`src/rtl/adpll_pkg.sv`:
```
// Shared ADPLL definitions: gated-counter state encoding, default widths and
// the gate-length clamp used when a counting window is (re)started.
package adpll_pkg;

   localparam int DEFAULT_WIDTH      = 20;
   localparam int DEFAULT_GATE_WIDTH = 20;

   typedef logic [0:0] state_t;

   localparam state_t ST_IDLE  = 1'b0;
   localparam state_t ST_COUNT = 1'b1;

   // A zero-length window has no terminal cycle, so it runs as a one-cycle window.
   // Callers wider than 32 bits are not supported.
   function automatic logic [31:0] clamp_gate_len(input logic [31:0] len);
      return (len == 32'd0) ? 32'd1 : len;
   endfunction

endpackage

```
`src/rtl/sync_edge_detect.sv`:
```
// Two-flop synchroniser for an asynchronous input plus a one-cycle pulse on
// each synchronised rising edge.
module sync_edge_detect (
   input  logic clk_i,
   input  logic reset_i,
   input  logic sig_i,
   output logic edge_o
);

   logic sync1;
   logic sync2;
   logic prev;

   always_ff @(posedge clk_i) begin
      if (reset_i) begin
         sync1 <= 1'b0;
         sync2 <= 1'b0;
         prev  <= 1'b0;
      end else begin
         sync1 <= sig_i;
         sync2 <= sync1;
         prev  <= sync2;
      end
   end

   assign edge_o = sync2 & ~prev;

endmodule

```
`src/rtl/edge_window_counter.sv`:
```
// Gated edge counter: counts synchronised rising edges of sig_i over windows of
// gate_len_i clock cycles and publishes each final count with a one-cycle strobe.
module edge_window_counter
   import adpll_pkg::*;
#(
   parameter int WIDTH      = DEFAULT_WIDTH,
   parameter int GATE_WIDTH = DEFAULT_GATE_WIDTH
) (
   input  logic                  fpga_clk_i,
   input  logic                  reset_i,
   input  logic                  enable_i,
   input  logic [GATE_WIDTH-1:0] gate_len_i,
   input  logic                  sig_i,
   output logic [WIDTH-1:0]      counter_val_o,
   output logic [WIDTH-1:0]      count_o,
   output logic                  count_valid_o,
   output logic                  trigger_o,
   output logic                  overflow_o,
   output logic                  counter_cleared_o
);

   localparam logic [GATE_WIDTH-1:0] GATE_ONE = GATE_WIDTH'(1);
   localparam logic [WIDTH-1:0]      EDGE_ONE = WIDTH'(1);

   state_t                state;
   logic [GATE_WIDTH-1:0] gate_len_q;
   logic [GATE_WIDTH-1:0] gate_cnt;
   logic [WIDTH-1:0]      edge_cnt;
   logic                  sticky_ovf;
   logic [WIDTH-1:0]      count_q;
   logic                  ovf_q;
   logic                  valid_q;

   logic                  detect;
   logic [GATE_WIDTH-1:0] start_len;
   logic                  terminal;
   logic                  edge_at_max;
   logic [WIDTH-1:0]      edge_cnt_nxt;
   logic                  sticky_nxt;

   sync_edge_detect u_sync (
      .clk_i   (fpga_clk_i),
      .reset_i (reset_i),
      .sig_i   (sig_i),
      .edge_o  (detect)
   );

   assign start_len = GATE_WIDTH'(clamp_gate_len(32'(gate_len_i)));
   assign terminal  = (state == ST_COUNT) && (gate_cnt == gate_len_q - GATE_ONE);

   // The edge counter holds at all-ones; any further edge marks the window overflowed.
   assign edge_at_max  = &edge_cnt;
   assign edge_cnt_nxt = (detect && !edge_at_max) ? edge_cnt + EDGE_ONE : edge_cnt;
   assign sticky_nxt   = sticky_ovf | (detect & edge_at_max);

   always_ff @(posedge fpga_clk_i) begin
      if (reset_i) begin
         state      <= ST_IDLE;
         gate_len_q <= GATE_ONE;
         gate_cnt   <= '0;
         edge_cnt   <= '0;
         sticky_ovf <= 1'b0;
         count_q    <= '0;
         ovf_q      <= 1'b0;
         valid_q    <= 1'b0;
      end else begin
         valid_q <= 1'b0;
         case (state)
            ST_IDLE: begin
               if (enable_i) begin
                  state      <= ST_COUNT;
                  gate_len_q <= start_len;
                  gate_cnt   <= '0;
                  edge_cnt   <= '0;
                  sticky_ovf <= 1'b0;
               end
            end
            ST_COUNT: begin
               if (terminal) begin
                  // Edge seen in the terminal cycle belongs to the closing window;
                  // the next window starts immediately with a fresh length.
                  count_q    <= edge_cnt_nxt;
                  ovf_q      <= sticky_nxt;
                  valid_q    <= 1'b1;
                  gate_len_q <= start_len;
                  gate_cnt   <= '0;
                  edge_cnt   <= '0;
                  sticky_ovf <= 1'b0;
                  if (!enable_i) begin
                     state <= ST_IDLE;
                  end
               end else if (!enable_i) begin
                  state      <= ST_IDLE;
                  gate_cnt   <= '0;
                  edge_cnt   <= '0;
                  sticky_ovf <= 1'b0;
               end else begin
                  gate_cnt   <= gate_cnt + GATE_ONE;
                  edge_cnt   <= edge_cnt_nxt;
                  sticky_ovf <= sticky_nxt;
               end
            end
            default: begin
               state <= ST_IDLE;
            end
         endcase
      end
   end

   assign counter_val_o     = edge_cnt;
   assign count_o           = count_q;
   assign count_valid_o     = valid_q;
   assign trigger_o         = valid_q;
   assign overflow_o        = ovf_q;
   assign counter_cleared_o = (edge_cnt == '0);

endmodule

```
`config.mk`:
```
export PLATFORM = sky130hd
export DESIGN_NAME = edge_window_counter
export DESIGN_NICKNAME = d
export VERILOG_FILES = /design/src/rtl/adpll_pkg.sv /design/src/rtl/sync_edge_detect.sv /design/src/rtl/edge_window_counter.sv
export SDC_FILE = /design/constraint.sdc
export NUM_CORES = 1
export LEC_CHECK = 0
export ABC_CLOCK_PERIOD_IN_PS = 7290
export BUFFER_PORTS_ARGS = -buffer_cell sky130_fd_sc_hd__buf_2
export CAP_MARGIN = 20
export CORE_MARGIN = 2
export CORE_UTILIZATION = 45
export DETAILED_ROUTE_END_ITERATION = 7
export SYNTH_ARGS = -nofsm -noshare
export SYNTH_HDL_FRONTEND = slang
export SYNTH_SLANG_ARGS = --single-unit
```
`constraint.sdc`:
```
create_clock -name fpga_clk_i -period 7.29 [get_ports fpga_clk_i]
set_clock_uncertainty 0.15 [all_clocks]
set_input_delay 1.458 -clock fpga_clk_i [delete_from_list [all_inputs] [get_ports fpga_clk_i]]
set_output_delay 1.458 -clock fpga_clk_i [all_outputs]
set_load 0.01 [all_outputs]
```
# Yosys cells after proc, flatten, opt, wreduce, memory -nomap -nowiden
# Index checks and enable logic that the tools add are counted.
# Widths: inputs -> output; s select.
# word_totals
ff_bits,87
inputBits,24
out_inout_bits,44
elab_cells,49
# op_classes
add_sub_neg,3
n_eq_ne,3
mux,18
n_bitwise,5
reduce_logical,9
# ops
operator,count
$mux 20,9
$pmux 20 s2,3
$add 20x1->20 const B,2
$logic_not 20->1,2
$eq 20x20->1,1
$reduce_and 20->1,1
$sub 20x1->20 const B,1
$mux 1,5
$reduce_and 2->1,2
$and 1x1->1,2
$logic_and 1x1->1,2
$ne 2x1->1 const B,1
$ne 2x2->1 const B,1
$not 1->1,2
$pmux 1 s2,1
$reduce_or 2->1,1
$logic_not 1->1,1
$or 1x1->1,1

# Longest topological paths before layout
# Gate-level depths: netlist (run 1).
# depth
word_depth,7
ltp_mapped,12

# Hierarchy
# A second synthesis (run 1) with hierarchy kept.
# unflattened
hier_cells,564
area_unflattened_um2,4674.5
# modules_own_cells
mod,n_inst,cells_each,area_per_inst_um2,seq_area_each_um2
edge_window_counter,1,557,4586.9,1681.6
sync_edge_detect,1,7,87.6,60.1

# Worst setup path before layout (run 1)
# No wires, ideal clock.
# synth_path
path_type,register to register
from,reg gate_len_q[3]
to,reg gate_len_q[17]
setup_ns,0.130
arrival_ns,2.752
required_time_ns,7.010
setup_slack_ns,4.258
path_stages_with_launch,11
path_buffers,2
path_cell_list,dfxtp_1 buf_6 nor4_1 nand2_1 or4_1 xnor2_1 or3_1 o31ai_4 buf_6 mux2i_1 nor2_1
# synth_between
elab_chain_len,5
# synth_rtl
item,line_no,text
"start, declared",edge_window_counter.sv:26,logic [GATE_WIDTH-1:0] gate_len_q;
"start signal, assigned",edge_window_counter.sv:72,gate_len_q <= start_len;
"start signal, assigned",edge_window_counter.sv:85,gate_len_q <= start_len;
$sub 20x1->20,edge_window_counter.sv:49,assign terminal = (state == ST_COUNT) && (gate_cnt == gate_len_q - GATE_ONE);
$eq 20x20->1,edge_window_counter.sv:49,
$logic_and 1x1->1,edge_window_counter.sv:49,
$ne 2x1->1 (no source line),--,
$reduce_and 2->1 (no source line),--,
# Every way passes these cells.
# A chain may end at the register's enable or synchronous reset.

# Final worst setup path (run 1)
# layout_path
from,reg edge_cnt[0] (netlist: counter_val_o[0])
to,out counter_cleared_o
# layout_between
elab_chain_len,1
# layout_rtl
item,line_no,text
"start, declared",edge_window_counter.sv:28,logic [WIDTH-1:0] edge_cnt;
"start signal, assigned",edge_window_counter.sv:99,edge_cnt <= edge_cnt_nxt;
$logic_not 20->1,edge_window_counter.sv:115,assign counter_cleared_o = (edge_cnt == '0);
"end, declared",edge_window_counter.sv:19,output logic counter_cleared_o
# Every way passes these cells.

==> results.py, run 1 <==
metrics = {
    "outcome": {
        "outcome": "complete, no violations",
    },
    "global_routing": {
        "grt_start_max_net_pins": 59,
        "globalRouteOverflowTotal": 0,
        "grt_pass1_wl_um": 18800,
        "antenna_found_initial": 0,
        "grt_usage_pct": 20.27,
        "grt_pass1_vias": 3727,
    },
    "synth": {
        "synthCells": 576,
        "ys_warn_count": 0,
        "avgSynthCellArea_sq_um": 8.511,
        "synth.cell_area_sq_um": 4902,
        "yosysSeqAreaShare_pct": 35.53,
        "synth-simple-area-share_pct": 28.84,
        "synth_nets": 604,
        "synth_compound_area_share_pct": 13.68,
        "synthXorXnorAreaFrac_pct": 6.789,
        "synth-seq-cells": 87,
        "synth_top_family_by_area": "simple AND/OR/NAND/NOR gates",
        "yosysTopAreaCell": "dfxtp_1",
        "synthMuxAreaShare_pct": 8.857,
        "ys_types": 63,
        "async_flop_share_pct": 0,
        "synth.top_cell.area_share_pct": 35.53,
        "synth_flop_cell": "dfxtp_1",
        "synth-adder-area-share_pct": 1.021,
        "synth_edf_count": 0,
        "synth.area.top_cells": "dfxtp_1, mux2i_1, nor2_1",
    },
    "floorplan": {
        "core_sq_um": 10750,
        "ios": 68,
        "dieHeight_um": 108.4,
        "initial_core_util_pct": 45.62,
        "fp-row-count": 38,
        "die_w_um": 108.4,
        "dieArea_sq_um": 11750,
    },
    "pwr": {
        "pwr-share-clk_pct": 36.1,
        "comb_power_share_pct": 11.4,
        "swShare_pct": 25.62,
        "leakage_nw": 2.197,
        "vdd.ir_drop.worst_uv": 81.15,
        "p_per_area_nw_per_um2": 173.4,
        "p_sw_uw": 242.5,
        "p_int_uw": 703.9,
        "seqPwrFrac_pct": 52.4,
    },
    "worst_setup_path": {
        "required_ns": 5.68,
        "crit_type": "register to output port",
        "worstReg2RegStart": "gate_len_q[3]",
        "worstPathArrival_ns": 2.03,
        "r2r_slack_ns": 3.84,
        "path_max_fanout": 5,
        "r2r_end": "gate_len_q[8]",
        "ff2ff_path_depth": 9,
        "end_kind": "output port",
        "startpoint_type": "register",
    },
    "sta": {
        "final_max_slew_viol_count": 0,
        "finalCritPeriodShare_pct": 49.90,
        "post-route-min-period_ns": 3.638,
        "max_freq_mhz": 274.9,
        "worst_slew_pin_slew_ns": 0.9767,
        "fin_setup_tns_ns": 0,
        "setup_viol": 0,
        "relSlewSlack_pct": 34.89,
        "worst_hold_slack_ns": 0.2945,
        "rsz0062_at_grt": "no",
        "hold_viol_final": 0,
    },
    "placement": {
        "place_area_sq_um": 5260,
        "gp_congestion": 0.8943,
        "port-buffer-count": 67,
        "dp_hpwl_um": 8451,
    },
    "final_layout": {
        "fillers": 1072,
        "drive_gt1_share_pct": 17.41,
        "diodes": 0,
        "fin_area_sq_um": 5458,
        "area_delta_synth_final_pct": 11.33,
        "nets": 650,
    },
    "drt": {
        "vias": 4293,
        "drt_first_iter_violations": 223,
        "wl_per_cell_um": 15.13,
        "drc": 0,
        "postRouteAntennaNets": 0,
        "wirelength_um": 11590,
        "drtPass1Iterations": 4,
        "vias_per_cell": 5.604,
    },
    "worst_hold_path": {
        "hold_path.startpoint": "u_sync.sync1",
        "hold_end": "u_sync.sync2",
        "worstHoldPathCells": 1,
        "timing.hold.worst.class": "register to register",
    },
    "cts": {
        "cts-htree-levels": 3,
        "clockBufferDepth": 2,
        "ctsRootBufferMaster": "clkbuf_8",
        "cts_tree": "yes",
        "cts_sinks": 87,
        "cts_hold_buf": 0,
        "post_cts_buffers": 0,
        "cts_resized": 0,
        "worstSkewPairLatency_ns": 0.36,
        "path_clk_slew_ns": 0.08,
        "cts_buffers": 9,
    },
    "flow_run": {
        "cap_violations": 0,
    },
}
[layout make-up]
class / instances / area, sq um / share of cell area (%)
clock buffers: 12 / 155.1 / 2.843
multi-input cells: 438 / 2914 / 53.39
inverters: 15 / 56.30 / 1.032
flip-flops and latches: 87 / 1742 / 31.91
clock inverters: 3 / 42.54 / 0.7795
repair buffers: 71 / 372.9 / 6.832
well taps: 140 / 175.2 / 3.210
[per-layer routing]
metal	GRT usage (%)	share of wire, %
met5	0	0
met4	8.150	1.8
met3	3.014	5.6
met2	28.89	42
met1	30.33	50
[stage by stage]
stage                     util [%]  setup slack (ns)  total power, mW  cells
after global routing         50.79             3.479           0.9898    766
after detailed placement     48.95             3.670           0.6150    751
after global placement       48.81             3.475           0.6122    750
final                        50.79             3.652           0.9464    766
after floorplan                  -             4.258           0.5901    576
after CTS                    50.79             3.683           0.9581    766
[worst max-delay path by stage]
stage,start,to,slack (ns)
after floorplan,gate_len_q[3],gate_len_q[17],4.26
after global placement,gate_len_q[3],gate_len_q[3],3.48
after detailed placement,reset_i,counter_val_o[13],3.67
after CTS,counter_val_o[0],counter_cleared_o,3.68
after global routing,counter_val_o[0],counter_cleared_o,3.48
final,counter_val_o[0],counter_cleared_o,3.65
[critical path, stage by stage, from the launching register on]
cell and delay (ns):
dfxtp_1 0.35, inv_1 0.16, ha_1 0.17, nor4b_1 0.35, nand4_1 0.19, nor4_1 0.25, buf_2 0.19
[state kept, by name (all words and copies together) (netlist names), 20 cells and up]
name           cells
count_o           20
counter_val_o     20
gate_cnt          20
gate_len_q        20
[cells in the mapped netlist, types with 5 or more instances]
cell and count:
o21ai_0 8, nand3b_1 5, clkbuf_1 21, xor2_1 13, a22o_1 8, a221o_1 7
buf_2 6, o21ai_1 10, or2_2 5, buf_6 7, and4_1 6, xnor2_1 25
a21o_1 5, nand2b_1 5, a211oi_1 5, mux2i_1 40, o311ai_1 7, inv_1 15
nor2b_1 12, nor4_1 14, nor3_1 18, or3_1 9, a21oi_1 13, nand4_1 13
dfxtp_1 87, nor2_1 70, and3_1 14, nand3_1 28, nand2_1 43
[layout by cell type (no fill, tap or decap), types with 3 or more instances in the layout]
cell	n
and4_1	6
buf_2	67
a31oi_1	3
nor4_1	14
nand3_1	28
or4_1	4
mux2i_1	40
nand2b_1	5
a221o_1	7
xnor2_1	25
nand3b_1	5
clkbuf_8	11
o21ai_0	8
nand4_1	13
o311ai_1	7
a22o_1	8
nand2_1	43
a211oi_2	3
inv_1	15
dfxtp_1	87
nor3_1	17
a21oi_1	13
buf_4	3
and3_1	14
or2_2	5
o21a_1	3
or3_1	9
a21o_1	5
and2_1	3
nor2b_1	12
a211oi_1	5
nor2_1	70
o21ai_1	10
ha_1	4
xor2_1	13
[kinds of logic after synthesis]
group,after synthesis
buffers and inverters,51
AOI/OAI and AO/OA,89
adders and majority gates,4
muxes,43
and+or+nand+nor,264
xor gates and xnor gates,38
DFF,87
[power by group through the flow]
stage | logic, mW | registers [mW] | clock network, mW
3_3_place_gp | 0.105 | 0.507 | 0
2_1_floorplan | 0.0881 | 0.502 | 0
5_1_grt | 0.119 | 0.499 | 0.372
6_report | 0.108 | 0.496 | 0.342
3_5_place_dp | 0.108 | 0.507 | 0
4_1_cts | 0.109 | 0.496 | 0.353
Power figures use the tool's default switching activity.
==> run 2: changes to the inputs <==
- ABC_CLOCK_PERIOD_IN_PS: 7290 -> 3770
- clock period: 7.29 -> 3.77 ns (I/O delays scaled with it)
==> results.py, run 2 (same netlist as run 1, synthesis figures left out) <==
metrics = {
    "drt": {
        "drtPass1Iterations": 4,
        "postRouteAntennaNets": 0,
        "vias": 4234,
        "wl_per_cell_um": 15.23,
        "drc": 0,
        "wirelength_um": 11760,
        "vias_per_cell": 5.484,
        "drt_first_iter_violations": 202,
    },
    "placement": {
        "place_area_sq_um": 5303,
        "port-buffer-count": 67,
        "gp_congestion": 0.8764,
        "dp_hpwl_um": 8738,
        "pre_cts_slack_ns": 0.3865,
    },
    "floorplan": {
        "fp-row-count": 38,
        "core_sq_um": 10750,
        "ios": 68,
        "dieHeight_um": 108.4,
        "dieArea_sq_um": 11750,
        "initial_core_util_pct": 45.62,
        "die_w_um": 108.4,
    },
    "sta": {
        "rsz0062_at_grt": "no",
        "worst_slew_pin_slew_ns": 0.7214,
        "setup_viol": 0,
        "hold_viol_final": 0,
        "fin_setup_tns_ns": 0,
        "max_freq_mhz": 293.5,
        "finalCritPeriodShare_pct": 90.38,
        "relSlewSlack_pct": 51.65,
        "post-route-min-period_ns": 3.407,
        "setup_slack_ns": 0.3628,
        "final_max_slew_viol_count": 0,
    },
    "global_routing": {
        "grt_pass1_wl_um": 19260,
        "antenna_found_initial": 0,
        "grt_start_max_net_pins": 59,
        "globalRouteOverflowTotal": 0,
        "grt_pass1_vias": 3821,
        "grt_usage_pct": 20.98,
    },
    "cts": {
        "path_clk_slew_ns": 0.09,
        "ctsRootBufferMaster": "clkbuf_8",
        "cts_sinks": 87,
        "cts_tree": "yes",
        "clockBufferDepth": 2,
        "cts-htree-levels": 3,
        "cts_hold_buf": 0,
        "post_cts_buffers": 0,
        "cts_buffers": 9,
        "cts_resized": 0,
        "worstSkewPairLatency_ns": 0.36,
    },
    "pwr": {
        "leakage_nw": 2.244,
        "p_per_area_nw_per_um2": 346.3,
        "vdd.ir_drop.worst_uv": 236.2,
    },
    "worst_setup_path": {
        "worstPathArrival_ns": 3.49,
        "ff2ff_path_depth": 11,
        "startpoint_type": "register",
        "path_max_fanout": 21,
        "required_ns": 3.85,
        "crit_type": "register to register",
        "end_kind": "register",
    },
    "outcome": {
        "outcome": "complete, no violations",
    },
    "final_layout": {
        "layout_commonest_cell": "dfxtp_1",
        "nets": 655,
        "final_cell_mix": "dfxtp_1, nor2_1, buf_2",
        "fin_area_sq_um": 5533,
        "drive_gt1_share_pct": 18.35,
        "area_delta_synth_final_pct": 12.86,
        "diodes": 0,
    },
    "worst_hold_path": {
        "worstHoldPathCells": 1,
        "timing.hold.worst.class": "register to register",
    },
    "flow_run": {
        "cap_violations": 0,
    },
}
run 2: cell count changes in the layout (fill, tap and decap cells not counted), sizes merged:
cell | previous run | this run
inv | 15 | 16
bufinv | 1 | 2
clkbuf | 12 | 11
clkinv | 1 | 2
clkinvlp | 1 | 0
buf | 71 | 76
run 2: final timing paths:
| path | from | to | slack [ns] |
|---|---|---|---|
| hold / removal | u_sync.sync1 | u_sync.sync2 | 0.29 |
| hold reg to reg | u_sync.sync1 | u_sync.sync2 | 0.29 |
| setup reg to reg | gate_len_q[0] | gate_len_q[7] | 0.36 |
| setup / recovery | gate_len_q[0] | gate_len_q[7] | 0.36 |
run 2: cell type report:
cell class / instances / area (sq um)
flip-flops and latches: 87 / 1742
clock buffers: 11 / 151.4
inverters: 15 / 56.30
multi-input cells: 438 / 2914
repair buffers: 76 / 415.4
clock inverters: 5 / 78.83
well taps: 140 / 175.2
fillers: 1045 / 5213
run 2: critical path, stage by stage, from the launching register on:
cell      delay [ns]
dfxtp_1         0.37
inv_1           0.08
ha_1            0.24
or4b_4          0.52
nor2_4          0.15
o2111a_1        0.23
o221ai_2        0.13
or3_1           0.50
o31ai_4         0.24
buf_4           0.35
mux2i_1         0.26
nor2_1          0.06
run 2: where the power goes:
part,internal [mW],switching (mW),total (mW)
sequential,0.935,0.0254,0.960
combinational,0.0903,0.122,0.213
clock,0.410,0.334,0.744
run 2: routing by layer:
metal | vias to the layer above | wire [um] | track usage (%)
li1 | 2186 | - | -
met1 | 1942 | 6133 | 31.42
met2 | 95 | 4911 | 30.23
met3 | 11 | 524 | 3.134
met4 | 0 | 185 | 7.692
met5 | - | 0 | 0
run 2: metrics by stage:
stage	power [mW]	utilization [%]	instances	hold WS, ns
2_1_floorplan	1.141	-	576	0.2638
3_3_place_gp	1.190	49.35	756	0.2672
3_5_place_dp	1.194	49.35	756	0.2756
4_1_cts	1.942	51.49	772	0.2968
5_1_grt	2.008	51.49	772	0.3122
6_report	1.916	51.49	772	0.2950
==> run 3: changes to the inputs <==
- ABC_CLOCK_PERIOD_IN_PS: 3770 -> 2930
- PLACE_DENSITY: unset -> 0.68
- SYNTH_HIERARCHICAL: unset -> 1
- clock period: 3.77 -> 2.93 ns (I/O delays scaled with it)
==> results.py, run 3 <==
metrics = {
    "drt": {
        "vias": 4498,
        "wl_per_cell_um": 15.91,
        "postRouteAntennaNets": 0,
        "wirelength_um": 12870,
        "vias_per_cell": 5.560,
        "drc": 0,
        "drt_first_iter_violations": 240,
        "drtPass1Iterations": 7,
    },
    "outcome": {
        "violations": "negative setup slack",
        "outcome": "complete, but fails checks",
    },
    "final_layout": {
        "layout_commonest_cell": "dfxtp_1",
        "drive_gt1_share_pct": 29.42,
        "nets": 696,
        "final_cell_mix": "dfxtp_1, buf_2, nor2_1",
        "fillers": 890,
        "multi_input_area_sq_um": 2937,
        "area_delta_synth_final_pct": 30.73,
        "diodes": 0,
        "ff_latch_area_sq_um": 1752,
    },
    "global_routing": {
        "grt_start_max_net_pins": 41,
        "grt_usage_pct": 22.43,
        "grt_pass1_vias": 4185,
        "globalRouteOverflowTotal": 0,
        "grt_pass1_wl_um": 20040,
        "antenna_found_initial": 0,
    },
    "cts": {
        "cts_tree": "yes",
        "cts-htree-levels": 3,
        "ctsRootBufferMaster": "clkbuf_8",
        "worstSkewPairLatency_ns": 0.38,
        "cts_buffers": 9,
        "path_clk_slew_ns": 0.09,
        "cts_sinks": 87,
        "cts_hold_buf": 0,
        "clockBufferDepth": 2,
    },
    "worst_setup_path": {
        "end_kind": "register",
        "crit_type": "register to register",
        "r2r_end": "gate_len_q[11]",
        "path_max_fanout": 8,
        "required_ns": 3.05,
        "worstReg2RegStart": "gate_len_q[4]",
        "ff2ff_path_depth": 11,
        "r2r_slack_ns": -0.04,
        "startpoint_type": "register",
        "worstPathArrival_ns": 3.09,
    },
    "synth": {
        "ys_warn_count": 6,
        "async_flop_share_pct": 0,
        "avgSynthCellArea_sq_um": 8.288,
        "synth.top_cell.area_share_pct": 37.26,
        "post-synth-top-count-cell": "dfxtp_1",
        "synth.area.top_cells": "dfxtp_1, mux2i_1, xnor2_1",
        "synth.cell_area_sq_um": 4674,
        "yosysSeqAreaShare_pct": 37.26,
        "synth_flop_cell": "dfxtp_1",
        "ys_types": 54,
        "synthCells": 564,
        "yosysTopAreaCell": "dfxtp_1",
        "synth_edf_count": 0,
        "synth-seq-cells": 87,
        "synthTopCellsByCount": "dfxtp_1, nor2_1, nand2_1",
        "synth_nets": 592,
    },
    "sta": {
        "rsz0062_at_grt": "yes",
        "hold_viol_final": 0,
        "post-route-min-period_ns": 2.970,
        "setup_slack_ns": -0.03962,
        "fin_setup_tns_ns": -0.6016,
        "setup_viol": 38,
        "worst_slew_pin_slew_ns": 0.5062,
        "relSlewSlack_pct": 65.94,
        "max_freq_mhz": 336.7,
        "worst_hold_slack_ns": 0.2773,
        "final_max_slew_viol_count": 0,
        "finalCritPeriodShare_pct": 101.4,
    },
    "worst_hold_path": {
        "hold_end": "u_sync/sync1",
        "hold_path.startpoint": "sig_i",
        "timing.hold.worst.class": "input pin to register",
        "worstHoldPathCells": 2,
    },
    "placement": {
        "gp_congestion": 0.9015,
        "dp_hpwl_um": 8549,
        "pre_cts_slack_ns": -0.03235,
        "port-buffer-count": 67,
    },
    "pwr": {
        "leakage_nw": 2.692,
        "finalPower_mw": 2.609,
        "vdd.ir_drop.worst_uv": 216.7,
        "p_per_area_nw_per_um2": 427.0,
    },
    "floorplan": {
        "ios": 68,
        "die_w_um": 105.9,
        "initial_core_util_pct": 45.90,
        "dieHeight_um": 105.9,
        "core_sq_um": 10180,
        "fp-row-count": 37,
        "dieArea_sq_um": 11220,
    },
    "flow_run": {
        "cap_violations": 0,
    },
}
## run 3: cell count changes after synthesis, sizes merged, moves of 7 or more
cell    change
a21oi       +7
a211oi      -7
nand2       +9
a221o       -7
and3        -9
nor2       -17
or2         +8
a22o        -7
a21o        +7
## run 3: how the worst max path moves through the flow
stage / start / end / cells after the start
2_1_floorplan: gate_len_q[3] / gate_cnt[17] / 10
3_3_place_gp: gate_len_q[4] / counter_val_o[7] / 9
3_5_place_dp: gate_len_q[4] / gate_cnt[19] / 9
4_1_cts: gate_len_q[1] / count_o[9] / 11
5_1_grt: gate_len_q[3] / gate_len_q[8] / 11
6_report: gate_len_q[4] / gate_len_q[11] / 11
## run 3: cell type report
cell class,instances,share of cell area (%)
Clock inverter,4,1.269
Multi-Input combinational cell,428,48.05
Sequential cell,87,28.67
Tap cell,136,2.785
Timing Repair Buffer,123,15.52
Clock buffer,12,2.539
Inverter,19,1.167
## run 3: cell families after synthesis
family / Yosys count / synth area share, %
flops: 87 / 37.26
simple gates: 255 / 28.19
buf+inv: 50 / 4.630
xor+xnor: 38 / 7.120
mux: 44 / 9.422
fa+ha+maj: 4 / 1.071
compound gates: 86 / 12.31
## run 3: routing by layer
layer  wire length, um  track usage, %
met3               587           5.273
met1              5383           26.54
met5                 0               0
met2              6636           39.91
met4               262           7.425
## run 3: repair_timing
action,in CTS,in global routing
pin swaps,12,15
setup endpoints to repair,42,77
resized for setup,30,33
buffers inserted,6,8
gates cloned,3,3
## run 3: where the power goes
group / leakage, nW / internal, mW / switching (mW)
Sequential: 0.707 / 1.20 / 0.0205
Clock: 0.117 / 0.530 / 0.442
Combinational: 1.87 / 0.202 / 0.211
Total: 2.69 / 1.94 / 0.674
## run 3: critical path, cell delays in order (launching register included)
cell and delay (ns):
dfxtp_2 0.34, or4_4 0.51, buf_8 0.17, nor4_1 0.29
xnor2_1 0.10, nor2_1 0.20, nand4_1 0.21, o31ai_4 0.34
buf_6 0.17, buf_16 0.12, mux2i_2 0.20, nor2_1 0.05
## run 3: per-stage QoR
stage | instance area [sq um] | util (%) | instances
after floorplan | 4682 | - | 564
after global placement | 5411 | 53.13 | 775
after detailed placement | 5411 | 53.13 | 775
after CTS | 5873 | 57.67 | 799
after global routing | 6111 | 60.00 | 809
final | 6111 | 60.00 | 809
